`config.mk`:
```
export PLATFORM = sky130hd
export DESIGN_NAME = memctl
export DESIGN_NICKNAME = d
export VERILOG_FILES = /design/src/rtl/memctl.sv
export SDC_FILE = /design/constraint.sdc
export NUM_CORES = 1
export LEC_CHECK = 0
export ABC_CLOCK_PERIOD_IN_PS = 3600
export CORE_UTILIZATION = 44
export DETAILED_ROUTE_END_ITERATION = 6
export PLACE_DENSITY = 0.84
export REMOVE_ABC_BUFFERS = 1
export SLEW_MARGIN = 20
export SYNTH_ARGS = -nofsm -noshare
export SYNTH_HDL_FRONTEND = slang
export SYNTH_SLANG_ARGS = --single-unit
```
`constraint.sdc`:
```
create_clock -name CLK -period 3.6 [get_ports CLK]
set_input_delay 0.36 -clock CLK [delete_from_list [all_inputs] [get_ports CLK]]
set_output_delay 0.36 -clock CLK [all_outputs]
set_load 0.02 [all_outputs]
```
`src/rtl/memctl.sv`:
```
// memctl: byte-wide async-SRAM sequencer (IDLE -> SETUP -> ACCESS -> DONE) with wait states.
// Define MEMCTL_TIMEOUT_EN to abort ACCESS after TIMEOUT cycles and flag ERR.
module memctl #(
    parameter int ADDR_WIDTH  = 16,
    parameter int DATA_WIDTH  = 8,
    parameter int WAIT_STATES = 1,
    parameter int TIMEOUT     = 64
) (
    input  logic                  CLK,
    input  logic                  RST,
    input  logic                  START,
    input  logic                  WRITE,
    input  logic                  POSTINC,
    input  logic [ADDR_WIDTH-1:0] ADDR_in,
    input  logic [DATA_WIDTH-1:0] DATA_in,
    output logic                  BUSY,
    output logic                  DONE,
    output logic [DATA_WIDTH-1:0] RDATA,
    output logic                  ADDR_INC,
    output logic                  ERR,
    output logic [ADDR_WIDTH-1:0] MEM_ADDR,
    output logic [DATA_WIDTH-1:0] MEM_DATA_out,
    output logic                  MEM_DATA_OE,
    output logic                  MEM_OE_bar,
    output logic                  MEM_WE_bar,
    input  logic [DATA_WIDTH-1:0] MEM_DATA_in,
    input  logic                  MEM_READY
);
    typedef enum logic [1:0] {ST_IDLE, ST_SETUP, ST_ACCESS, ST_DONE} state_t;

    state_t     state, state_nxt;
    logic [3:0] wcnt;
    logic       wr, postinc, acc_exit, abort;

    if (WAIT_STATES > 15 || TIMEOUT < 1) begin : g_param_check
        $error("memctl: WAIT_STATES must be 0..15 and TIMEOUT >= 1");
    end

    assign acc_exit = state == ST_ACCESS && wcnt >= 4'(WAIT_STATES) && MEM_READY;

    always_comb begin
        state_nxt = state;
        state_nxt = state == ST_IDLE   ? (START ? ST_SETUP : ST_IDLE) :
                    state == ST_SETUP  ? ST_ACCESS :
                    state == ST_ACCESS ? (acc_exit || abort ? ST_DONE : ST_ACCESS) :
                    ST_IDLE;
    end

    // Outputs are registered from the next state so they line up with the state they describe.
    always_ff @(posedge CLK) begin
        if (RST) begin
            state        <= ST_IDLE;
            wcnt         <= '0;
            wr           <= 1'b0;
            postinc      <= 1'b0;
            BUSY         <= 1'b0;
            DONE         <= 1'b0;
            ADDR_INC     <= 1'b0;
            RDATA        <= '0;
            MEM_ADDR     <= '0;
            MEM_DATA_out <= '0;
            MEM_DATA_OE  <= 1'b0;
            MEM_OE_bar   <= 1'b1;
            MEM_WE_bar   <= 1'b1;
        end else begin
            state <= state_nxt;
            wcnt  <= state == ST_ACCESS ? wcnt + {3'b000, wcnt != 4'hF} : '0;
            if (state == ST_IDLE && START) begin
                wr           <= WRITE;
                postinc      <= POSTINC;
                MEM_ADDR     <= ADDR_in;
                MEM_DATA_out <= DATA_in;
            end
            if (acc_exit && !wr)
                RDATA <= MEM_DATA_in;
            BUSY        <= state_nxt != ST_IDLE;
            DONE        <= state_nxt == ST_DONE;
            ADDR_INC    <= state_nxt == ST_DONE && postinc && !abort;
            MEM_DATA_OE <= state_nxt == ST_ACCESS && wr;
            MEM_OE_bar  <= !(state_nxt == ST_ACCESS && !wr);
            MEM_WE_bar  <= !(state_nxt == ST_ACCESS && wr);
        end
    end

`ifdef MEMCTL_TIMEOUT_EN
    localparam int TW = $clog2(TIMEOUT + 1);
    logic [TW-1:0] tcnt;
    logic          err_q;

    // A normal exit on the final allowed cycle takes priority over the abort.
    assign abort = state == ST_ACCESS && !acc_exit && tcnt == TW'(TIMEOUT - 1);
    assign ERR   = err_q;

    always_ff @(posedge CLK) begin
        if (RST) begin
            tcnt  <= '0;
            err_q <= 1'b0;
        end else begin
            tcnt <= state == ST_ACCESS ? tcnt + 1'b1 : '0;
            if (state == ST_IDLE && START)
                err_q <= 1'b0;
            else if (abort)
                err_q <= 1'b1;
        end
    end
`else
    assign abort = 1'b0;
    assign ERR   = 1'b0;
`endif
endmodule

```
=== Word-level counts from Yosys, hierarchy flattened ===
Index checks and enable logic that the tools add are counted.

* Register bits after elaboration: 46
* Output and inout port bits: 39
* Word-level logic and storage cells: 39
* Bits of input ports: 38

* Mux-type cells: 5
* Equal/unequal tests: 5
* Bitwise logic cells: 1
* Magnitude comparators: 1
* Reductions and logical operators: 13
* Add/subtract/negate cells: 1

{| class="wikitable"
|+ Operators with widths
! operator !! number
|-
| $logic_and A1 B1 Y1 || 7
|-
| $eq A2 B2 Y1 const B || 3
|-
| $mux W2 || 3
|-
| $add A4 B1 Y4 || 1
|-
| $ge A4 B1 Y1 const B || 1
|-
| $ne A4 B4 Y1 const B || 1
|-
| $logic_not A1 Y1 || 3
|-
| $eq A2 B1 Y1 const B || 1
|-
| $logic_not A2 Y1 || 1
|-
| $mux W1 || 2
|-
| $reduce_bool A2 Y1 || 1
|-
| $reduce_or A2 Y1 || 1
|-
| $not A1 Y1 || 1
|}

=== Logic depth before layout (Yosys ltp) ===
Gate-level depths: netlist (run 1).

* Word-level depth: 10
* Mapped depth: 7
* Gate-level depth less buffers: 5

=== Worst setup path before layout (run 1) ===
Ideal clock, no wire load.

* Path type: register to register
* From: register state[0]
* To: register MEM_DATA_OE
* Buffers on the path: 0
* Arrival: 1,228 ps
* Library setup time: 115 ps
* Period minus slack after synthesis: 1,344 ps
* Stages on the path, launching flop included: 5
* Path slack: 2,256 ps
* Data required time: 3,485 ps
* Cells stage by stage: dfxtp_1 > inv_1 > ha_1 > o41a_4 > and3_1

* Word-level cells in the longest chain between the ends: 9
* Elaborated cells between the ends (all ways): 11
* Those cells by class: eq/ne (3); mux (4); reduce/logical (4)

{| class="wikitable"
|+ Ends and longest elaborated chain
! what !! line !! source
|-
| start, declared || 31 || <nowiki>state_t state, state_nxt;</nowiki>
|-
| start signal, assigned || 66 || <nowiki>state <= state_nxt;</nowiki>
|-
| $eq A2 B2 Y1 || 39, 45 ||
|-
| $logic_and A1 B1 Y1 (2 in a row) || 39 || <nowiki>assign acc_exit = state == ST_ACCESS && wcnt >= 4'(WAIT_STATES) && MEM_READY;</nowiki>
|-
| $mux W1 || 45 || <nowiki>state == ST_ACCESS ? (acc_exit || abort ? ST_DONE : ST_ACCESS) :</nowiki>
|-
| $mux W2 || 45 ||
|-
| $mux W2 || 44 || <nowiki>state == ST_SETUP ? ST_ACCESS :</nowiki>
|-
| $mux W2 (*) || 43 || <nowiki>state_nxt = state == ST_IDLE ? (START ? ST_SETUP : ST_IDLE) :</nowiki>
|-
| $eq A2 B2 Y1 (*) || 79 || <nowiki>MEM_DATA_OE <= state_nxt == ST_ACCESS && wr;</nowiki>
|-
| $logic_and A1 B1 Y1 (*) || 79 ||
|-
| end signal, assigned || 79 ||
|-
| end, declared || 23 || <nowiki>output logic MEM_DATA_OE,</nowiki>
|}

Mark *: on every way between the ends. The rest lies on a longest branch, timed or not.
A chain may end at the register's enable or synchronous reset.

=== Final worst setup path (run 1) ===
* From: register state[0]
* To: register MEM_OE_bar

* Word-level cells in the longest chain between the ends: 10
* Elaborated cells between the ends (all ways): 12
* Those cells by class: eq/ne (3); mux (4); reduce/logical (5)

{| class="wikitable"
|+ Ends and longest elaborated chain
! what !! line !! source
|-
| $eq A2 B2 Y1 || 39, 45 ||
|-
| $logic_and A1 B1 Y1 (2 in a row) || 39 ||
|-
| $mux W1 || 45 ||
|-
| $mux W2 || 45 ||
|-
| $mux W2 || 44 ||
|-
| $mux W2 (*) || 43 ||
|-
| $eq A2 B2 Y1 (*) || 80 || <nowiki>MEM_OE_bar <= !(state_nxt == ST_ACCESS && !wr);</nowiki>
|-
| $logic_and A1 B1 Y1 (*) || 80 ||
|-
| $logic_not A1 Y1 (*) || 80 ||
|-
| end signal, assigned || 80 ||
|-
| end, declared || 24 || <nowiki>output logic MEM_OE_bar,</nowiki>
|}

Marked as above.

==> results.cfg, run 1 <==
[outcome]
status = finished, final reports clean

[timing]
setup_viol = 0
worst_pin_slew_ns = 0.9384
fin_setup_tns_ns = 0
skew_ns = 0.003315
min_period_ns = 1.845
drv_slew = 0
rsz0062_at_grt = no
relSlewSlack_pct = 37.44
fin_crit_sh_pct = 51.26
worst_slack_ns = 1.755
hold-worst-slack_ns = 0.4274
fmax_ghz = 0.5419
hold_viol_final = 0

[worst_setup_path]
endpoint_kind = flop
critPathMaxFanout = 27
crit_path_max_incr_delay_ns = 0.65
slowest_stage = nand2_1
required_ns = 3.77
critPathKind = reg2reg
crit_path_cell_trace = inv_1 -> ha_1 -> nand2_1 -> o41a_4 -> nand3b_1
crit_family = simple AND/OR/NAND/NOR gates
reg2reg_slack_ns = 1.75
arrival_ns = 2.02
startpoint_type = flop
timing.critical_path.buf_inv = 1

[power]
seq_power_share_pct = 48.9
power_frac_clock_pct = 33.9
comb_power_share_pct = 17.2
p_leak_nw = 0.9707
switching_share_pct = 23.81
irDropWorstVdd_mv = 0.2866
finalPower_mw = 1.125
p_int_uw = 856.9
power_switching_uw = 267.8
powerDensity_mw_per_mm2 = 430.7

[floorplanning]
coreArea_mm2 = 0.003716
start_util_pct = 46.60
die_w_um = 64.74
num_rows = 22
fp.dieH_um = 64.74
ios = 77
die_area_mm2 = 0.004191

[job]
maxCapViolations = 0

[clock_tree]
clk_path_buf_depth = 2
cts.clk_slew.worst_paths_ns = 0.08
cts-buffers-inserted = 5
htreeDepth = 2
clk_latency_ns = 0.29
cts_tree = yes
root_buffer = clkbuf_8
postCtsHoldBufs = 0
cts_sinks = 46
post_cts_resized = 0
post_cts_buffers = 0

[synth]
synth_top_area_share_pct = 53.18
postSynth.asyncResetShare_pct = 0
synth_top_cells_by_area = dfxtp_1 53%, nand2_1 12%, a21oi_1 7.8%
synth_top_area_cell = dfxtp_1
netlist_instances = 194
ys_ff_latch = 46
synthesis.area_mm2 = 0.001732
synthFlopType = dfxtp_1
avgSynthCellArea_um2 = 8.926
synth_edf_count = 0
netlist_top_cells_count = 55 x nand2_1, 46 x dfxtp_1, 27 x a21oi_1
synth_cell_types = 24
synthMostInstantiatedCell = nand2_1
synth_warnings = 0
synth_seq_area_share_pct = 53.18

[worst_hold_path]
holdCritPathClass = reg2reg

[grt]
overflow = 0
antenna_found_initial = 0
grt_pass1_wl_um = 5961
grt_pass1_vias = 1375
grt_max_degree = 29
track_usage_pct = 18.84

[route]
drcViolationCount = 0
drtPass1Iterations = 4
drt-initial-drc-count = 64
routedWlPerCell_um = 11.31
ant_nets = 0
drt-total-wl_um = 3550
routed-via-count = 1453
avgViaCountPerCell = 4.627

[place]
dpl-instance-area_mm2 = 0.002499
post-place-ws_ns = 1.455
hpwl_um = 2572
port_buffers = 75
gp_congestion = 0.7714

[final_layout]
area_growth_pct = 50.79
insertedDiodeCount = 0
fill_cells = 324
drive_gt1_share_pct = 4.135
design_area_mm2 = 0.002611
nNetsFinal = 309
-- cells in the final DEF, fill, tap and decap left out, types with 2 or more instances in the layout --
cell / n
inv_1: 5
nor2_1: 6
nand2b_1: 17
dfxtp_1: 46
nand2_1: 55
ha_1: 5
clkdlybuf4s50_1: 75
a21oi_1: 27
nand3_1: 2
mux2i_1: 8
clkbuf_8: 6
-- path summary, 6_finish.rpt --
check / startpoint / endpoint / cells after the start
worst max register to register: state[0]$_SDFF_PP0_ / MEM_OE_bar$_SDFF_PP1_ / 5
worst min-delay path: postinc$_SDFFE_PP0P_ / ADDR_INC$_SDFF_PP0_ / 2
worst max-delay path: state[0]$_SDFF_PP0_ / MEM_OE_bar$_SDFF_PP1_ / 5
worst min register to register: postinc$_SDFFE_PP0P_ / ADDR_INC$_SDFF_PP0_ / 2
-- per-stage QoR --
step                std cells  utilization (%)
CTS                       314            70.27
global placement          307            67.24
finish                    314            70.27
floorplan                 183                -
detailed placement        307            67.24
global route              314            70.27
-- final cells by class --
class,instances,area [um2],area share [%]
flip-flops and latches,46,920.9,35.27
repair buffers,76,758.2,29.04
multi-input cells,132,740.7,28.37
clock buffers,6,82.58,3.162
well taps,48,60.06,2.300
clock inverters,1,30.03,1.150
inverters,5,18.77,0.7187
-- layer usage --
layer | GRT usage, % | routed length, um | up-vias
met1 | 21.14 | 1553 | 635
met2 | 31.38 | 1660 | 47
li1 | - | - | 762
met4 | 7.500 | 71 | 0
met5 | 0 | 0 | -
met3 | 7.746 | 265 | 9
-- worst reg2reg max path, stage by stage (launching register included) --
cell and delay (ns):
dfxtp_1 0.35, inv_1 0.07, ha_1 0.23, nand2_1 0.65
o41a_4 0.35, nand3b_1 0.09
-- registers in the layout (all words and copies together), names as in the netlist --
name	count
MEM_ADDR	16
MEM_DATA_out	8
RDATA	8
wcnt	4
state	2
ADDR_INC	1
BUSY	1
DONE	1
MEM_DATA_OE	1
MEM_OE_bar	1
MEM_WE_bar	1
postinc	1
wr	1
-- power groups by stage --
stage | clock network, mW | registers (mW) | logic, mW
floorplan | 0 | 0.588 | 0.0612
global placement | 0 | 0.561 | 0.193
detailed placement | 0 | 0.562 | 0.195
CTS | 0.390 | 0.550 | 0.196
global route | 0.415 | 0.553 | 0.213
finish | 0.382 | 0.550 | 0.193
-- cell families after synthesis --
kind of cell             after synthesis  share of synthesized area, %
flip-flops                            46                         53.18
multiplexers                           8                         4.624
AND/OR/NAND/NOR                       88                         24.28
adder cells (fa/ha/maj)                5                         3.613
buffers and inverters                 16                         4.046
XOR/XNOR                               2                         1.012
other                                  1                        0.2166
AO/OA/AOI/OAI                         28                         9.032
Power figures use the tool's default switching activity.
==> inputs of run 2 (changes only) <==
Settings changed: ABC_CLOCK_PERIOD_IN_PS 3600 to 1750, CORE_UTILIZATION 44 to 41, PLACE_DENSITY 0.84 to 0.79.
Clock period 3.6 ns to 1.75 ns, I/O delays scaled along.
==> run 2 against run 1 <==
Compared with the run above: hold slack worse by 0.0027 ns; combinational power is 120% higher; clock skew is 0.0026 ns higher; highest routed layer unchanged; global-route usage is 0.68 points lower; register-to-register slack worse by 1.4 ns; critical path type unchanged; setup slack worse by 1.4 ns; clock power is 70% higher; largest power group unchanged; sequential cell count stayed put; final area is 1.5% higher; first-iteration DRC count is 23% lower; critical path depth is 1 lower; maximum frequency is 29% higher.
==> results.cfg, run 2 (same netlist as run 1, synthesis figures left out) <==
[outcome]
status = finished, final reports clean

[route]
drt-initial-drc-count = 49
drcViolationCount = 0
top_layer_used = met4
routed-wl-met3_um = 273
ant_nets = 0
met2_length_um = 1790
drt-total-wl_um = 3764
wl_met1_um = 1657
avgViaCountPerCell = 4.625
routed-via-count = 1494
routedWlPerCell_um = 11.65
drtPass1Iterations = 4

[power]
irDropWorstVdd_mv = 0.5379
p_int_mw = 1.641
power_frac_clock_pct = 29.5
p_leak_nw = 0.9957
power_switching_uw = 560.5
powerDensity_mw_per_mm2 = 830.8
switching_share_pct = 25.46
comb_power_share_pct = 19.2
finalPower_mw = 2.202
seq_power_share_pct = 51.3

[timing]
rsz0062_at_grt = no
fmax_ghz = 0.6986
min_period_ns = 1.431
hold_viol_final = 0
hold-worst-slack_ns = 0.4246
setup_viol = 0
worst_slack_ns = 0.3186
skew_ns = 0.005952
fin_crit_sh_pct = 81.80
drv_slew = 0
fin_setup_tns_ns = 0

[worst_setup_path]
critPathKind = reg2reg
critPathMaxFanout = 7
worst_r2r_startpoint = state[0]$_SDFF_PP0_
startpoint_type = flop
worstSetupStartpoint = state[0]$_SDFF_PP0_
required_ns = 1.94
endpoint_kind = flop
arrival_ns = 1.62

[final_layout]
layout_commonest_cell = clkdlybuf4s50_1
regArea_um2 = 920.9
regMostFlops = MEM_ADDR
area_growth_pct = 53.03
fill_cells = 347
insertedDiodeCount = 0
nNetsFinal = 315
multiInputGateArea_um2 = 740.7
largest_reg_flops = 16
drive_gt1_share_pct = 6.227
final_cell_mix = 75 x clkdlybuf4s50_1, 55 x nand2_1, 46 x dfxtp_1, 27 x a21oi_1, 17 x nand2b_1
largestRegisters = MEM_ADDR x16, MEM_DATA_out x8, RDATA x8

[clock_tree]
htreeDepth = 2
post_cts_buffers = 0
post_cts_resized = 0
root_buffer = clkbuf_8
clk_path_buf_depth = 2
cts-buffers-inserted = 5
postCtsHoldBufs = 0
clk_latency_ns = 0.29
cts_tree = yes
cts_sinks = 46
cts.clk_slew.worst_paths_ns = 0.08

[place]
port_buffers = 75
hpwl_um = 2790
gp_congestion = 0.8035
post-place-ws_ns = 0.3104

[floorplanning]
fp.dieH_um = 66.99
ios = 77
start_util_pct = 42.98
die_area_mm2 = 0.004488
num_rows = 23
coreArea_mm2 = 0.004029
die_w_um = 66.99

[grt]
overflow = 0
track_usage_pct = 18.16
grt_pass1_vias = 1354
grt_pass1_wl_um = 6030
grt_max_degree = 28
antenna_found_initial = 0

[worst_hold_path]
holdCritPathClass = in2reg
hold_start = ADDR_in[13]

[job]
maxCapViolations = 0
## run 2: cell count changes in the layout (fill, tap and decap cells not counted), sizes merged
cell / delta
buf: +6
bufinv: -1
clkbuf: +1
clkinv: +1
## run 2: cell type report
| cell class | count | area share (%) |
|---|---|---|
| flip-flops and latches | 46 | 34.75 |
| clock buffers | 7 | 3.258 |
| multi-input cells | 132 | 27.95 |
| well taps | 50 | 2.361 |
| repair buffers | 82 | 30.78 |
| inverters | 5 | 0.7082 |
| clock inverters | 1 | 0.1889 |
## run 2: final timing paths
check / to / slack, ns / depth (start not counted)
max: MEM_DATA_OE$_SDFF_PP0_ / 0.32 / 4
min: MEM_ADDR[13]$_SDFFE_PP0P_ / 0.42 / 3
max reg2reg: MEM_DATA_OE$_SDFF_PP0_ / 0.32 / 4
min reg2reg: ADDR_INC$_SDFF_PP0_ / 0.44 / 2
## run 2: metal layers
layer	up-vias	global-route usage, %
met5	-	0
met4	0	5.585
met1	670	21.84
met2	42	28.66
li1	777	-
met3	5	8.219
## run 2: power groups by stage
stage / Clock (mW) / Sequential (mW) / Combinational [mW]
after floorplan: 0 / 1.21 / 0.126
after global placement: 0 / 1.15 / 0.419
after detailed placement: 0 / 1.15 / 0.424
after CTS: 0.674 / 1.13 / 0.427
after global routing: 0.724 / 1.14 / 0.458
final: 0.649 / 1.13 / 0.423
## run 2: per-stage QoR
stage	instance area, um2	instances	utilization [%]
finish	2650	323	65.78
global route	2650	323	65.78
CTS	2650	323	65.78
detailed placement	2559	315	63.51
global placement	2559	315	63.51
floorplan	1680	183	-
## run 2: critical path, cell delays in order, from the launching register on
cell and delay, ns:
dfxtp_1 0.34, inv_1 0.06, ha_1 0.23, o41a_4 0.51
and3_1 0.18
==> inputs of run 3 (changes only) <==
Settings changed: ABC_CLOCK_PERIOD_IN_PS 1750 to 1500.
Clock period 1.75 ns to 1.5 ns, I/O delays scaled along.
==> run 3 against run 2 <==
Compared with the run above: routed wire length grew 0.37%; clock power is 39% higher; combinational power is 17% higher; core utilization up 0.56 points; die area did not move; power increased by 23%; largest cell class unchanged.
==> results.cfg, run 3 (same netlist as run 1, synthesis figures left out) <==
[clock_tree]
post_cts_resized = 0
clk_path_buf_depth = 2
cts_sinks = 46
cts-buffers-inserted = 5
postCtsHoldBufs = 0
root_buffer = clkbuf_8
htreeDepth = 2
cts_tree = yes
post_cts_buffers = 0
clk_latency_ns = 0.30
cts.clk_slew.worst_paths_ns = 0.09

[worst_setup_path]
crit_path_cell_trace = inv_1 -> ha_1 -> o41a_4 -> and3_1
startpoint_type = flop
endpoint_kind = flop
critPathMaxFanout = 7
slowest_stage = o41a_4
critPathKind = reg2reg
timing.critical_path.buf_inv = 1
worst_r2r_startpoint = state[0]$_SDFF_PP0_
reg2reg_to = MEM_DATA_OE$_SDFF_PP0_
reg2reg_slack_ns = 0.07
crit_path_max_incr_delay_ns = 0.52
required_ns = 1.70
arrival_ns = 1.63
crit_family = compound AO/OA/AOI/OAI gates
r2r_cells = 4

[floorplanning]
die_area_mm2 = 0.004488
num_rows = 23
fp.dieH_um = 66.99
die_w_um = 66.99
ios = 77
start_util_pct = 42.98
coreArea_mm2 = 0.004029

[grt]
grt_max_degree = 48
track_usage_pct = 18.16
grt_pass1_vias = 1309
overflow = 0
antenna_found_initial = 0
grt_pass1_wl_um = 6072

[power]
irDropWorstVdd_mv = 0.7264
p_leak_nw = 1.003
powerDensity_mw_per_mm2 = 1014

[timing]
worst_slack_ns = 0.07025
setup_viol = 0
min_period_ns = 1.430
fmax_ghz = 0.6994
drv_slew = 0
fin_crit_sh_pct = 95.32
skew_ns = 0.009183
hold_viol_final = 0
rsz0062_at_grt = no

[final_layout]
regMostFlops = MEM_ADDR
area_growth_pct = 54.34
nNetsFinal = 314
final_cells = 322
fin_util_pct = 66.34
final_cell_mix = 75 x clkdlybuf4s50_1, 55 x nand2_1, 46 x dfxtp_1, 27 x a21oi_1, 17 x nand2b_1
largestRegisters = MEM_ADDR x16, MEM_DATA_out x8, RDATA x8
drive_gt1_share_pct = 6.250
insertedDiodeCount = 0
largest_reg_flops = 16
layout_commonest_cell = clkdlybuf4s50_1

[place]
hpwl_um = 2725
placed_cells = 314
port_buffers = 75
gp_congestion = 0.7067
post-place-ws_ns = 0.07319

[route]
drcViolationCount = 0
routed-via-count = 1472
drt-total-wl_um = 3778
drt-initial-drc-count = 45
routedWlPerCell_um = 11.73
avgViaCountPerCell = 4.571
drtPass1Iterations = 4
ant_nets = 0

[outcome]
status = finished, final reports clean

[worst_hold_path]
hold_depth = 3
holdCritPathClass = in2reg
min_to = MEM_ADDR[13]$_SDFFE_PP0P_
hold_start = ADDR_in[13]

[job]
maxCapViolations = 0
-- run 3: tightest hold or removal path, stage by stage --
cell	delay (ns)
clkdlybuf4s50_1	0.39
nand2_1	0.05
a21oi_1	0.05
-- run 3: how the worst max path moves through the flow --
stage          cells after the start                     end  slack (ns)                 from
6_report                           4  MEM_DATA_OE$_SDFF_PP0_        0.07  state[0]$_SDFF_PP0_
5_1_grt                            4  MEM_DATA_OE$_SDFF_PP0_       0.005  state[0]$_SDFF_PP0_
4_1_cts                            4  MEM_DATA_OE$_SDFF_PP0_        0.07  state[0]$_SDFF_PP0_
3_5_place_dp                       4  MEM_DATA_OE$_SDFF_PP0_        0.07            MEM_READY
3_3_place_gp                       4  MEM_DATA_OE$_SDFF_PP0_        0.11            MEM_READY
2_1_floorplan                      5  MEM_DATA_OE$_SDFF_PP0_       -0.04  state[0]$_SDFF_PP0_
-- run 3: cell type report --
| type | count | area, um2 |
|---|---|---|
| flip-flops and latches | 46 | 920.9 |
| fillers | 363 | 1356 |
| repair buffers | 81 | 820.8 |
| inverters | 5 | 18.77 |
| clock buffers | 5 | 68.82 |
| well taps | 50 | 62.56 |
| multi-input cells | 132 | 740.7 |
| clock inverters | 3 | 40.04 |
-- run 3: per-stage QoR --
step	power (mW)	setup TNS (ns)	cell area, um2	hold slack, ns
floorplan	1.559	-0.1106	1680	0.2191
global placement	1.833	0	2564	0.4255
detailed placement	1.843	0	2564	0.4220
CTS	2.732	0	2673	0.3869
global route	2.843	0	2673	0.3888
finish	2.711	0	2673	0.3903
-- run 3: routing by layer --
metal,GRT usage (%),routed length [um],vias to the layer above
met5,0,0,-
met1,22.68,1617,654
met2,27.78,1821,42
met3,7.021,299,4
li1,-,-,772
met4,7.181,40,0
-- run 3: where the power goes --
group / switching, mW / internal (mW) / total, mW / leakage (nW)
clock network: 0.410 / 0.491 / 0.901 / 0.0579
registers: 0.0319 / 1.29 / 1.32 / 0.376
logic: 0.236 / 0.257 / 0.493 / 0.570
